**src/rtl/syllable_pkg.sv**
```systemverilog
// rtl/syllable_pkg.sv - shared types and tail-length table for the syllable sequencer
package syllable_pkg;

  localparam int SYL_W = 4;
  localparam int SYL_N = 16;

  typedef enum logic {
    IDLE,
    RUN
  } state_e;

  // Nibbles of immediate that follow each opcode; only 0xC..0xF carry a tail.
  localparam logic [3:0] TAIL_LEN [SYL_N] = '{
    4'd0, 4'd0, 4'd0, 4'd0, 4'd0, 4'd0, 4'd0, 4'd0,
    4'd0, 4'd0, 4'd0, 4'd0, 4'd1, 4'd2, 4'd4, 4'd8
  };

  function automatic logic [3:0] tail_len(input logic [3:0] opc);
    return TAIL_LEN[opc];
  endfunction

endpackage

```
**src/rtl/syllable_sequencer_tail_gather.sv**
```systemverilog
// rtl/syllable_sequencer_tail_gather.sv - assembles the tail nibbles after pc into a right-aligned immediate
module tail_gather
  import syllable_pkg::*;
#(
  parameter int IMM_W    = 32,
  parameter int MAX_TAIL = 8
) (
  input  logic [63:0]      bun_i,
  input  logic [3:0]       pc_i,
  input  logic [3:0]       len_i,
  output logic [IMM_W-1:0] imm_o,
  output logic             trunc_o
);

  localparam int WIN_W = SYL_W * MAX_TAIL;

  logic [127:0]       ext;
  logic [6:0]         sh;
  logic [WIN_W-1:0]   win;
  logic [IMM_W-1:0]   acc;

  // Zero padding above the bundle makes nibbles past syllable 15 read as 0.
  assign ext = {64'd0, bun_i};
  assign sh  = {1'b0, pc_i, 2'b00} + 7'd4;
  assign win = WIN_W'(ext >> sh);

  always_comb begin
    acc = '0;
    for (int j = 0; j < MAX_TAIL; j++) begin
      if (j < int'(len_i)) begin
        acc = {acc[IMM_W-SYL_W-1:0], win[SYL_W*j +: SYL_W]};
      end
    end
  end

  assign imm_o   = acc;
  assign trunc_o = ({1'b0, pc_i} + {1'b0, len_i}) > 5'd15;

endmodule

```
**src/rtl/syllable_sequencer.sv**
```systemverilog
// rtl/syllable_sequencer.sv - walks a 64-bit bundle emitting (opcode, immediate) pairs
// Optional one-bundle prefetch buffer enabled by SYLLABLE_SEQ_PREFETCH_EN.
module syllable_sequencer
  import syllable_pkg::*;
#(
  parameter int IMM_W    = 32,
  parameter int MAX_TAIL = 8
) (
  input  logic             clk,
  input  logic             rst,
  input  logic [63:0]      ir,
  input  logic             ir_valid,
  output logic             ir_ready,
  input  logic             flush,
  output logic             op_valid,
  input  logic             op_ready,
  output logic [3:0]       op,
  output logic [IMM_W-1:0] imm,
  output logic [3:0]       op_pc,
  output logic             op_trunc,
  output logic             op_last
);

  state_e      state_q;
  logic [3:0]  pc_q;
  logic [63:0] bun_q;

  logic             run;
  logic [3:0]       cur_op;
  logic [3:0]       len;
  logic [4:0]       nxt;
  logic [IMM_W-1:0] imm_raw;
  logic             trunc_raw;
  logic             op_acc;
  logic             ir_acc;

  assign run    = (state_q == RUN);
  assign cur_op = bun_q[{pc_q, 2'b00} +: 4];
  assign len    = tail_len(cur_op);
  // Five bits so that running past syllable 15 ends the bundle instead of wrapping.
  assign nxt    = {1'b0, pc_q} + 5'd1 + {1'b0, len};

  tail_gather #(
    .IMM_W    (IMM_W),
    .MAX_TAIL (MAX_TAIL)
  ) u_tail_gather (
    .bun_i   (bun_q),
    .pc_i    (pc_q),
    .len_i   (len),
    .imm_o   (imm_raw),
    .trunc_o (trunc_raw)
  );

  assign op_valid = run;
  assign op       = run ? cur_op : 4'd0;
  assign imm      = run ? imm_raw : '0;
  assign op_pc    = run ? pc_q : 4'd0;
  assign op_trunc = run & trunc_raw;
  assign op_last  = run & nxt[4];

  assign op_acc = run & op_ready;
  assign ir_acc = ir_valid & ir_ready;

`ifdef SYLLABLE_SEQ_PREFETCH_EN
  logic [63:0] nbun_q;
  logic        nv_q;

  assign ir_ready = !nv_q;

  always_ff @(posedge clk) begin
    if (rst) begin
      state_q <= IDLE;
      pc_q    <= 4'd0;
      bun_q   <= 64'd0;
      nbun_q  <= 64'd0;
      nv_q    <= 1'b0;
    end else if (flush) begin
      state_q <= IDLE;
      pc_q    <= 4'd0;
      nv_q    <= 1'b0;
    end else begin
      case (state_q)
        IDLE: begin
          if (ir_acc) begin
            bun_q   <= ir;
            pc_q    <= 4'd0;
            state_q <= RUN;
          end
        end
        RUN: begin
          if (op_acc && op_last) begin
            if (nv_q) begin
              bun_q <= nbun_q;
              pc_q  <= 4'd0;
              nv_q  <= 1'b0;
            end else if (ir_acc) begin
              bun_q <= ir;
              pc_q  <= 4'd0;
            end else begin
              state_q <= IDLE;
              pc_q    <= 4'd0;
            end
          end else begin
            if (op_acc) pc_q <= nxt[3:0];
            if (ir_acc) begin
              nbun_q <= ir;
              nv_q   <= 1'b1;
            end
          end
        end
        default: state_q <= IDLE;
      endcase
    end
  end
`else
  assign ir_ready = !run;

  always_ff @(posedge clk) begin
    if (rst) begin
      state_q <= IDLE;
      pc_q    <= 4'd0;
      bun_q   <= 64'd0;
    end else if (flush) begin
      state_q <= IDLE;
      pc_q    <= 4'd0;
    end else begin
      case (state_q)
        IDLE: begin
          if (ir_acc) begin
            bun_q   <= ir;
            pc_q    <= 4'd0;
            state_q <= RUN;
          end
        end
        RUN: begin
          if (op_acc) begin
            if (op_last) begin
              state_q <= IDLE;
              pc_q    <= 4'd0;
            end else begin
              pc_q <= nxt[3:0];
            end
          end
        end
        default: state_q <= IDLE;
      endcase
    end
  end
`endif

endmodule

```
**config.mk**
```make
export PLATFORM = sky130hd
export DESIGN_NAME = syllable_sequencer
export DESIGN_NICKNAME = d
export VERILOG_FILES = /design/src/rtl/syllable_pkg.sv /design/src/rtl/syllable_sequencer_tail_gather.sv /design/src/rtl/syllable_sequencer.sv
export SDC_FILE = /design/constraint.sdc
export NUM_CORES = 1
export LEC_CHECK = 0
export ABC_AREA = 1
export CORE_MARGIN = 2
export CORE_UTILIZATION = 60
export DETAILED_ROUTE_END_ITERATION = 6
export PLACE_DENSITY_LB_ADDON = 0.25
export SYNTH_ARGS = -nofsm -noshare
export SYNTH_HDL_FRONTEND = slang
export SYNTH_HIERARCHICAL = 1
export SYNTH_SLANG_ARGS = --single-unit
export TNS_END_PERCENT = 100
```
**constraint.sdc**
```tcl
create_clock -name clk -period 5.3 [get_ports clk]
set_input_delay 0.53 -clock clk [delete_from_list [all_inputs] [get_ports clk]]
set_output_delay 0.53 -clock clk [all_outputs]
set_load 0.02 [all_outputs]
```
# == Yosys cells after proc, flatten, opt, wreduce, memory -nomap -nowiden ==
# Memories as Yosys holds them, arrays and structs flattened.
# Index checks and enable logic that the tools add are counted.
# word_totals
register_bits,69
rom_bits,64
input_bits,69
out_inout_bits,44
elab_cells,54
n_memories,1
# op_classes
n_addsub,4
order_cmp,10
n_eq_ne,2
shift,2
n_mux,21
bitwise,7
reduce_logical,4
# mem_list
name,words,word_bits,read_ports,rd_ports_with_merged_regs,write_ports,line,source
(no name shown),16,4,1,0,0,syllable_pkg.sv:19,return TAIL_LEN[opc];
# op_table
operator,n
two-way mux 32 bit,2
variable part select 64 x 7 -> 4 bit,1
>> shifter 64 x 7 -> 32 bit,1
two-way mux 4 bit,8
two-way mux 28 bit,1
two-way mux 24 bit,1
two-way mux 20 bit,1
"less-than comparator 3 x 4 -> 1 bit, first input constant",4
two-way mux 16 bit,1
two-way mux 12 bit,1
"less-than comparator 1 x 4 -> 1 bit, first input constant",2
"less-than comparator 2 x 4 -> 1 bit, first input constant",2
two-way mux 8 bit,1
one-hot mux 4 bit (2 select lines),1
"adder 6 x 3 -> 7 bit, second input constant",1
"adder 4 x 1 -> 5 bit, second input constant",1
adder 4 x 4 -> 5 bit,1
adder 5 x 4 -> 5 bit,1
"greater-or-equal comparator 5 bit, second input constant",1
"greater-than comparator 5 x 4 -> 1 bit, second input constant",1
inverter 4 -> 5 bit,1
AND 1 bit,4
two-way mux 1 bit,3
AND reduction 3 bit,1
other kinds (7),8

# == Longest topological paths before layout ==
# Gate-level depths: netlist of run 1.
# depth
ltp_word,15
ltp_mapped,29
depth_no_buf,26

# == Hierarchy ==
# Netlist of run 1, hierarchy kept.
# modules_own_cells
mod,n_inst,cells_each,area_per_inst_um2,seq_area_each_um2
tail_gather,1,784,3779.9,0.0
syllable_sequencer,1,563,3649.8,1381.3

# == Worst setup path after synthesis of run 1 ==
# OpenSTA, ideal clock, no wires.
# synth_path
path_kind,reg2out
startpoint,reg pc_q[1]
endpoint,out imm[18]
arrival_ns,2.943
required_ns,4.770
slack_ns,1.827
path_stages_with_launch,24
path_buffers,3
cell_sequence,dfxtp_1 buf_6 buf_2 o211ai_1 nand3_1 nand3_2 nand2_1 nand2_2 nor2_1 nor2_1 inv_1 nor2_1 inv_1 nand2_1 inv_1 buf_2 nand3_1 nand2_2 nand2_2 nand3_1 nand3_1 nand2_1 nand2_1 inv_1
# synth_via
elab_chain_len,15
word_cells_on_any_way,24
classes_between,1 x add/sub; 8 x order compare; 2 x shift; 11 x mux; 1 x bitwise; 1 x memory
# synth_rtl
element,line,source
"start, declared",syllable_sequencer.sv:25,logic [3:0] pc_q;
"start signal, assigned",syllable_sequencer.sv:141,pc_q <= nxt[3:0];
variable part select 64 x 7 -> 4 bit *,syllable_sequencer.sv:38,"assign cur_op = bun_q[{pc_q, 2'b00} +: 4];"
inverter 4 -> 5 bit (implied by the code) *,syllable_pkg.sv:19,
memory read (16 x 4 bit) *,n/a,
two-way mux 4 bit (implied by the code) * (2 in a row),syllable_pkg.sv:19,
net len[1],syllable_sequencer.sv:30,logic [3:0] len;
less-than comparator 1 x 4 -> 1 bit,syllable_sequencer_tail_gather.sv:30,if (j < int'(len_i)) begin
two-way mux 4 bit,syllable_sequencer_tail_gather.sv:30,
two-way mux 8 bit,syllable_sequencer_tail_gather.sv:30,
two-way mux 12 bit,syllable_sequencer_tail_gather.sv:30,
two-way mux 16 bit,syllable_sequencer_tail_gather.sv:30,
two-way mux 20 bit,syllable_sequencer_tail_gather.sv:30,
two-way mux 24 bit,syllable_sequencer_tail_gather.sv:30,
two-way mux 28 bit,syllable_sequencer_tail_gather.sv:30,
two-way mux 32 bit *,syllable_sequencer_tail_gather.sv:30,
net imm_raw[18],syllable_sequencer.sv:32,logic [IMM_W-1:0] imm_raw;
two-way mux 32 bit *,syllable_sequencer.sv:56,assign imm = run ? imm_raw : '0;
"end, declared",syllable_sequencer.sv:18,"output logic [IMM_W-1:0] imm,"
# Mark *: on every way through the listed nets, which the timed path passes. The rest lies on a longest branch. The select of a mux whose other input is x is not followed.

# == Worst setup path after layout of run 1 ==
# layout_path
startpoint,reg pc_q[1]
endpoint,out imm[5]
# The elaborated chain is that of the path after synthesis.

==> results.ini, run 1 <==
[outcome]
status = finished, final reports clean

[floorplanning]
die_w_microns = 115
start_util_pct = 61.6
coreArea_sq_um = 12100
design.die.area_sq_um = 13300
die_h_microns = 115
pin_count = 113
rows = 40

[timing]
period_needed_ns = 4.96
setup_viol = 0
finalMaxSlewViolations = 0
hold_viol = 0
finalSetupTns_ns = 0
skew_ns = 0.00699
setup_ws_ns = 0.345
max_freq_ghz = 0.202
period_share_pct = 93.5
relSlewSlack_pct = 34.0
worst_slew_pin_slew_ns = 0.989

[final_layout]
diodes = 0
seq_area_sq_um = 1390
final_cell_mix = nand2_1 (438), nand3_1 (297), inv_1 (119)
layout-drive-gt1-share_pct = 7.03
final_common_cell = nand2_1
fin_util_pct = 72.1
multi_input_area_sq_um = 4970
area_delta_synth_final_pct = 17.1
fillers = 1085
final_cells = 1576
design_area_sq_um = 8700
layout.nets = 1481

[synth]
syn_inst = 1347
synth_cell_types = 45
syn_area_per_cell_sq_um = 5.52
synth_edf_count = 0
synth_flop_cell = dfxtp_1
ys_async_sr_fraction_pct = 0
synth_nets = 1425
syn_area_sq_um = 7430
synth_seq_area_share_pct = 18.6
synth-seq-cells = 69
yosysWarnings = 6

[clock_tree]
clock_path_buffers = 2
cts_tree = built
post_cts_buffers = 0
htreeDepth = 3
cts-root-buf = clkbuf_16
clock_latency_ns = 0.34
cts.sinks = 69
cts_buffers = 9
clk_pin_slew_worst_paths_ns = 0.06

[routing]
drc = 0
wl_per_cell_microns = 14.9
first_pass_iters = 5
drt_iter0_markers = 1019
vias = 9182
drt.antenna.violating_nets = 0
via_per_inst = 5.83
wirelength_microns = 23500

[critical_path]
worstPathRequired_ns = 4.77
cp_max_fo = 29
cp-end-kind = output port
start_kind = flip-flop
arrival_ns = 4.43
worstSetupPathType = reg2out

[placement]
place_ws_ns = 0.715
portBuffers = 112
placed_cells = 1560
postPlaceCellArea_sq_um = 8390
dpl.hpwl_microns = 17200
gp_congestion = 0.917

[grt]
antenna_found_initial = 0
grt_pass1_vias = 8272
grt_max_degree = 63
grt_overflow = 0
globalRouteTotalUtil_pct = 35.7
grt_pass1_wl_microns = 38700

[min_path]
min_path_type = reg2reg

[run]
maxCapViolCount = 0

[pwr]
p_per_area_nw_per_um2 = 172
irDropWorstVdd_v = 0.000230
leakagePower_uw = 0.00405

## cell type report
cell class	count	share of cell area (%)
inverters	135	5.94
flip-flops and latches	69	15.9
well taps	168	2.42
clock inverters	7	0.935
multi-input cells	1053	57.1
clock buffers	9	2.59
repair buffers	135	15.1
## repair_timing
item | 4_1_cts | 5_1_grt
gates resized for setup | 0 | 3
hold buffers | 0 | 0
setup endpoints to repair | 0 | 25
## report_power, final
part / switching [uW] / total (uW) / internal [uW]
Clock: 255 / 626 / 371
Combinational: 169 / 288 / 119
Sequential: 31.3 / 581 / 550
Total: 455 / 1500 / 1040
## metrics by stage
stage          total power [uW]  hold slack (ns)
4_1_cts                    1490            0.458
6_report                   1500            0.456
5_1_grt                    1550            0.499
3_5_place_dp                871            0.450
3_3_place_gp                866            0.446
2_1_floorplan               765            0.430
## synth_stat cells (16+ instances only)
master | count | share of area (%)
a21oi_1 | 101 | 6.8
buf_2 | 40 | 2.7
buf_4 | 17 | 1.7
buf_6 | 16 | 2.4
dfxtp_1 | 69 | 19
inv_1 | 119 | 6.0
nand2_1 | 439 | 22
nand2_2 | 18 | 1.5
nand3_1 | 297 | 20
nor2_1 | 38 | 1.9
o21ai_0 | 63 | 4.2
o21ai_1 | 17 | 1.1
## path summary, 6_finish.rpt
kind,depth (start not counted),slack [ns],startpoint,endpoint
setup / recovery,22,0.34,pc_q[1]$_SDFFE_PP0P_,imm[5]
hold / removal,2,0.46,bun_q[1]$_SDFFE_PP0P_,bun_q[1]$_SDFFE_PP0P_
setup reg to reg,14,2.10,pc_q[1]$_SDFFE_PP0P_,pc_q[0]$_SDFFE_PP0P_
hold reg to reg,2,0.46,bun_q[1]$_SDFFE_PP0P_,bun_q[1]$_SDFFE_PP0P_
## registers in the layout, summed over array words and instances, names as in the netlist
signal    flops
bun_q        64
pc_q          4
op_valid      1
## critical path, stage by stage (launching register included)
cell             delay [ns]
dfxtp_4                0.42
inv_2                  0.29
nand3_1                0.14
nand3_1                0.10
nand3_1                0.15
nand2_2                0.19
nand2_1                0.08
nor2_2                 0.17
buf_4                  0.35
nor2_1                 0.09
inv_1                  0.07
nor2_1                 0.05
inv_1                  0.11
nand2_1                0.08
inv_1                  0.41
o311ai_1               0.29
a21oi_1                0.19
o21ai_1                0.09
nand4_1                0.11
nand2_1                0.05
nand2_1                0.06
inv_1                  0.04
clkdlybuf4s50_1        0.52
## kinds of logic after synthesis
group,after synthesis,synth area share [%]
fa+ha+maj,9,1.72
compound gates,208,15.0
flops,69,18.6
buf+inv,225,14.7
simple gates,834,49.8
mux,1,0.135
xor+xnor,1,0.118
## metal layers
layer / track usage (%) / up-vias / wire (microns)
li1: - / 4554 / -
met1: 45.1 / 4121 / 9710
met2: 59.9 / 437 / 11100
met3: 6.91 / 70 / 1870
met4: 14.7 / 0 / 824
met5: 0 / - / 0
No activity file was read; power rests on OpenSTA's default activity.
==> inputs of run 2 (changes only) <==
CORE_MARGIN = not set   (was 2)
CORE_UTILIZATION = 62   (was 60)
CTS_BUF_LIST = sky130_fd_sc_hd__clkbuf_4 sky130_fd_sc_hd__clkbuf_8   (was not set)
==> results.ini, run 2 (synthesized netlist as in run 1, its figures left out) <==
[outcome]
status = complete, but fails checks
violations = DRC

[grt]
grt_max_degree = 93  ; +48%
globalRouteMet3Util_pct = 6.80  ; -0.10 points
grt_pass1_wl_microns = 38000  ; -1.9%
antenna_found_initial = 0  ; unchanged
grt_busiest_layer = met2
met1_usage_pct = 48.3  ; +3.2 points
globalRouteTotalUtil_pct = 36.9  ; +1.1 points
grt_pass1_vias = 8047  ; -2.7%
use_met2_pct = 59.4  ; -0.47 points
grt_overflow = 0  ; unchanged

[min_path]
hold_depth = 2  ; unchanged
min_to = bun_q[0]$_SDFFE_PP0P_
min_path_type = reg2reg
hp-start = bun_q[0]$_SDFFE_PP0P_

[clock_tree]
cts_buffers = 9  ; unchanged
cts-root-buf = clkbuf_8
htreeDepth = 3  ; unchanged
cts_tree = built
clock_path_buffers = 2  ; unchanged
cts.sinks = 69  ; unchanged
hold_buffers = 0  ; unchanged
clock_latency_ns = 0.39  ; +0.05 ns
clk_pin_slew_worst_paths_ns = 0.10  ; +0.04 ns

[final_layout]
layout.nets = 1482  ; +0.068%
seq_area_sq_um = 1380  ; -0.18%
final_cell_mix = nand2_1 (438), nand3_1 (297), inv_1 (119)
final_common_cell = nand2_1
largest_reg_flops = 64  ; unchanged
fillers = 1025  ; -5.5%
diodes = 0  ; unchanged
area_delta_synth_final_pct = 15.2
layout-drive-gt1-share_pct = 7.17  ; +0.14 points
multi_input_area_sq_um = 4970  ; about the same
top_register = bun_q
final_cells = 1552  ; -1.5%

[timing]
period_needed_ns = 4.94  ; -0.0189 ns
worst_slew_pin_slew_ns = 1.07  ; +0.0804 ns
holdWs_ns = 0.456  ; +0.000152 ns
setup_ws_ns = 0.364  ; +0.0189 ns
max_freq_ghz = 0.203  ; +0.38%
finalMaxSlewViolations = 0  ; unchanged
hold_viol = 0  ; unchanged
relSlewSlack_pct = 28.4  ; -5.5 points
setup_viol = 0  ; unchanged
skew_ns = 0.0109  ; +0.00393 ns
period_share_pct = 93.1  ; -0.36 points

[routing]
first_pass_iters = 7  ; +2
via_per_inst = 5.95  ; +2.1%
drt.antenna.violating_nets = 0  ; unchanged
wl_per_cell_microns = 14.8  ; -1.0%
drt_iter0_markers = 1241  ; +22%
wirelength_microns = 22900  ; -2.6%
vias = 9230  ; +0.52%
drc = 11  ; +11

[placement]
gp_congestion = 0.986  ; +7.5%
placed_cells = 1533  ; -1.7%
portBuffers = 112  ; unchanged
place_ws_ns = 0.609  ; -0.106 ns
dpl.hpwl_microns = 16600  ; -3.5%

[floorplanning]
rows = 39  ; -2.5%
pin_count = 113  ; unchanged
start_util_pct = 64.2  ; +2.6 points
design.die.area_sq_um = 12400  ; -6.5%
coreArea_sq_um = 11600  ; -4.1%
die_w_microns = 111  ; -3.3%
die_h_microns = 111  ; -3.3%

[critical_path]
max_stage_delay_ns = 0.53  ; about the same
worstRegToRegCells = 6  ; -8
r2r_end = bun_q[47]$_SDFFE_PP0P_
cp_max_fo = 30  ; +3.4%
reg2reg_slack_ns = 2.29  ; +0.19 ns
arrival_ns = 4.41  ; -0.02 ns
cpMaxStageDelayCell = clkdlybuf4s50_1
r2r-start = op_valid$_SDFF_PP0_
cp-end-kind = output port
cp-startpoint = pc_q[0]$_SDFFE_PP0P_
cpMostUsedCell = nand2_1
start_kind = flip-flop
worstSetupPathType = reg2out
worstPathRequired_ns = 4.77  ; about the same

[pwr]
clkPwrFrac_pct = 34.2  ; -7.7 points
p_int_uw = 855  ; -18%
irDropWorstVdd_v = 0.000196  ; -15%
p_per_area_nw_per_um2 = 154  ; -10%
p_sw_uw = 466  ; +2.2%
power_uw = 1320  ; -12%
leakagePower_uw = 0.00401  ; -0.88%
power.share.combinational_pct = 21.9  ; +2.6 points
swShare_pct = 35.3  ; +4.8 points
p_seq_share_pct = 43.9  ; +5.0 points

[run]
maxCapViolCount = 0  ; unchanged

run 2: power by group through the flow:
stage          Combinational [uW]  Sequential (uW)  Clock (uW)
2_1_floorplan                 185              580           0
3_3_place_gp                  277              590           0
3_5_place_dp                  279              591           0
4_1_cts                       282              578         452
5_1_grt                       322              583         477
6_report                      289              580         452
run 2: worst max path at each step:
| stage | to | slack [ns] |
|---|---|---|
| floorplan | imm[18] | 1.83 |
| global placement | imm[5] | 0.77 |
| detailed placement | imm[12] | 0.61 |
| CTS | imm[12] | 0.18 |
| global route | imm[10] | -0.009 |
| finish | imm[10] | 0.36 |
run 2: what timing repair did:
| item | CTS | global route |
|---|---|---|
| setup buffers | 0 | 3 |
| resized for setup | 0 | 3 |
| endpoints found under the setup margin | 0 | 28 |
| hold endpoints to repair | 0 | 0 |
run 2: layout make-up:
type / count / share of cell area [%]
Clock buffer: 9 / 1.45
Clock inverter: 7 / 0.892
Inverter: 135 / 6.04
Multi-Input combinational cell: 1053 / 58.1
Sequential cell: 69 / 16.2
Tap cell: 143 / 2.09
Timing Repair Buffer: 136 / 15.2
run 2: metal layers:
layer	share of wire [%]	wire length, microns	up-vias
met2	45	10400	505
met3	9.1	2080	79
met4	3.5	800	0
met1	42	9640	4086
met5	0	0	-
li1	-	-	4560
run 2: worst max-delay path: cells and delay by family (launching register included):
family	cells	cell delay (ns)
buffers and inverters	5	1.24
AOI/OAI and AO/OA	2	0.33
and+or+nand+nor	18	1.97
DFF	1	0.46
run 2: through the flow:
stage                     util [%]  instance area [sq um]  TNS [ns]
final                         74.0                   8560         0
after global routing          74.0                   8560  -0.00865
after CTS                     73.7                   8530         0
after detailed placement      72.0                   8330         0
after global placement        72.0                   8330         0
after floorplan                  -                   7430         0
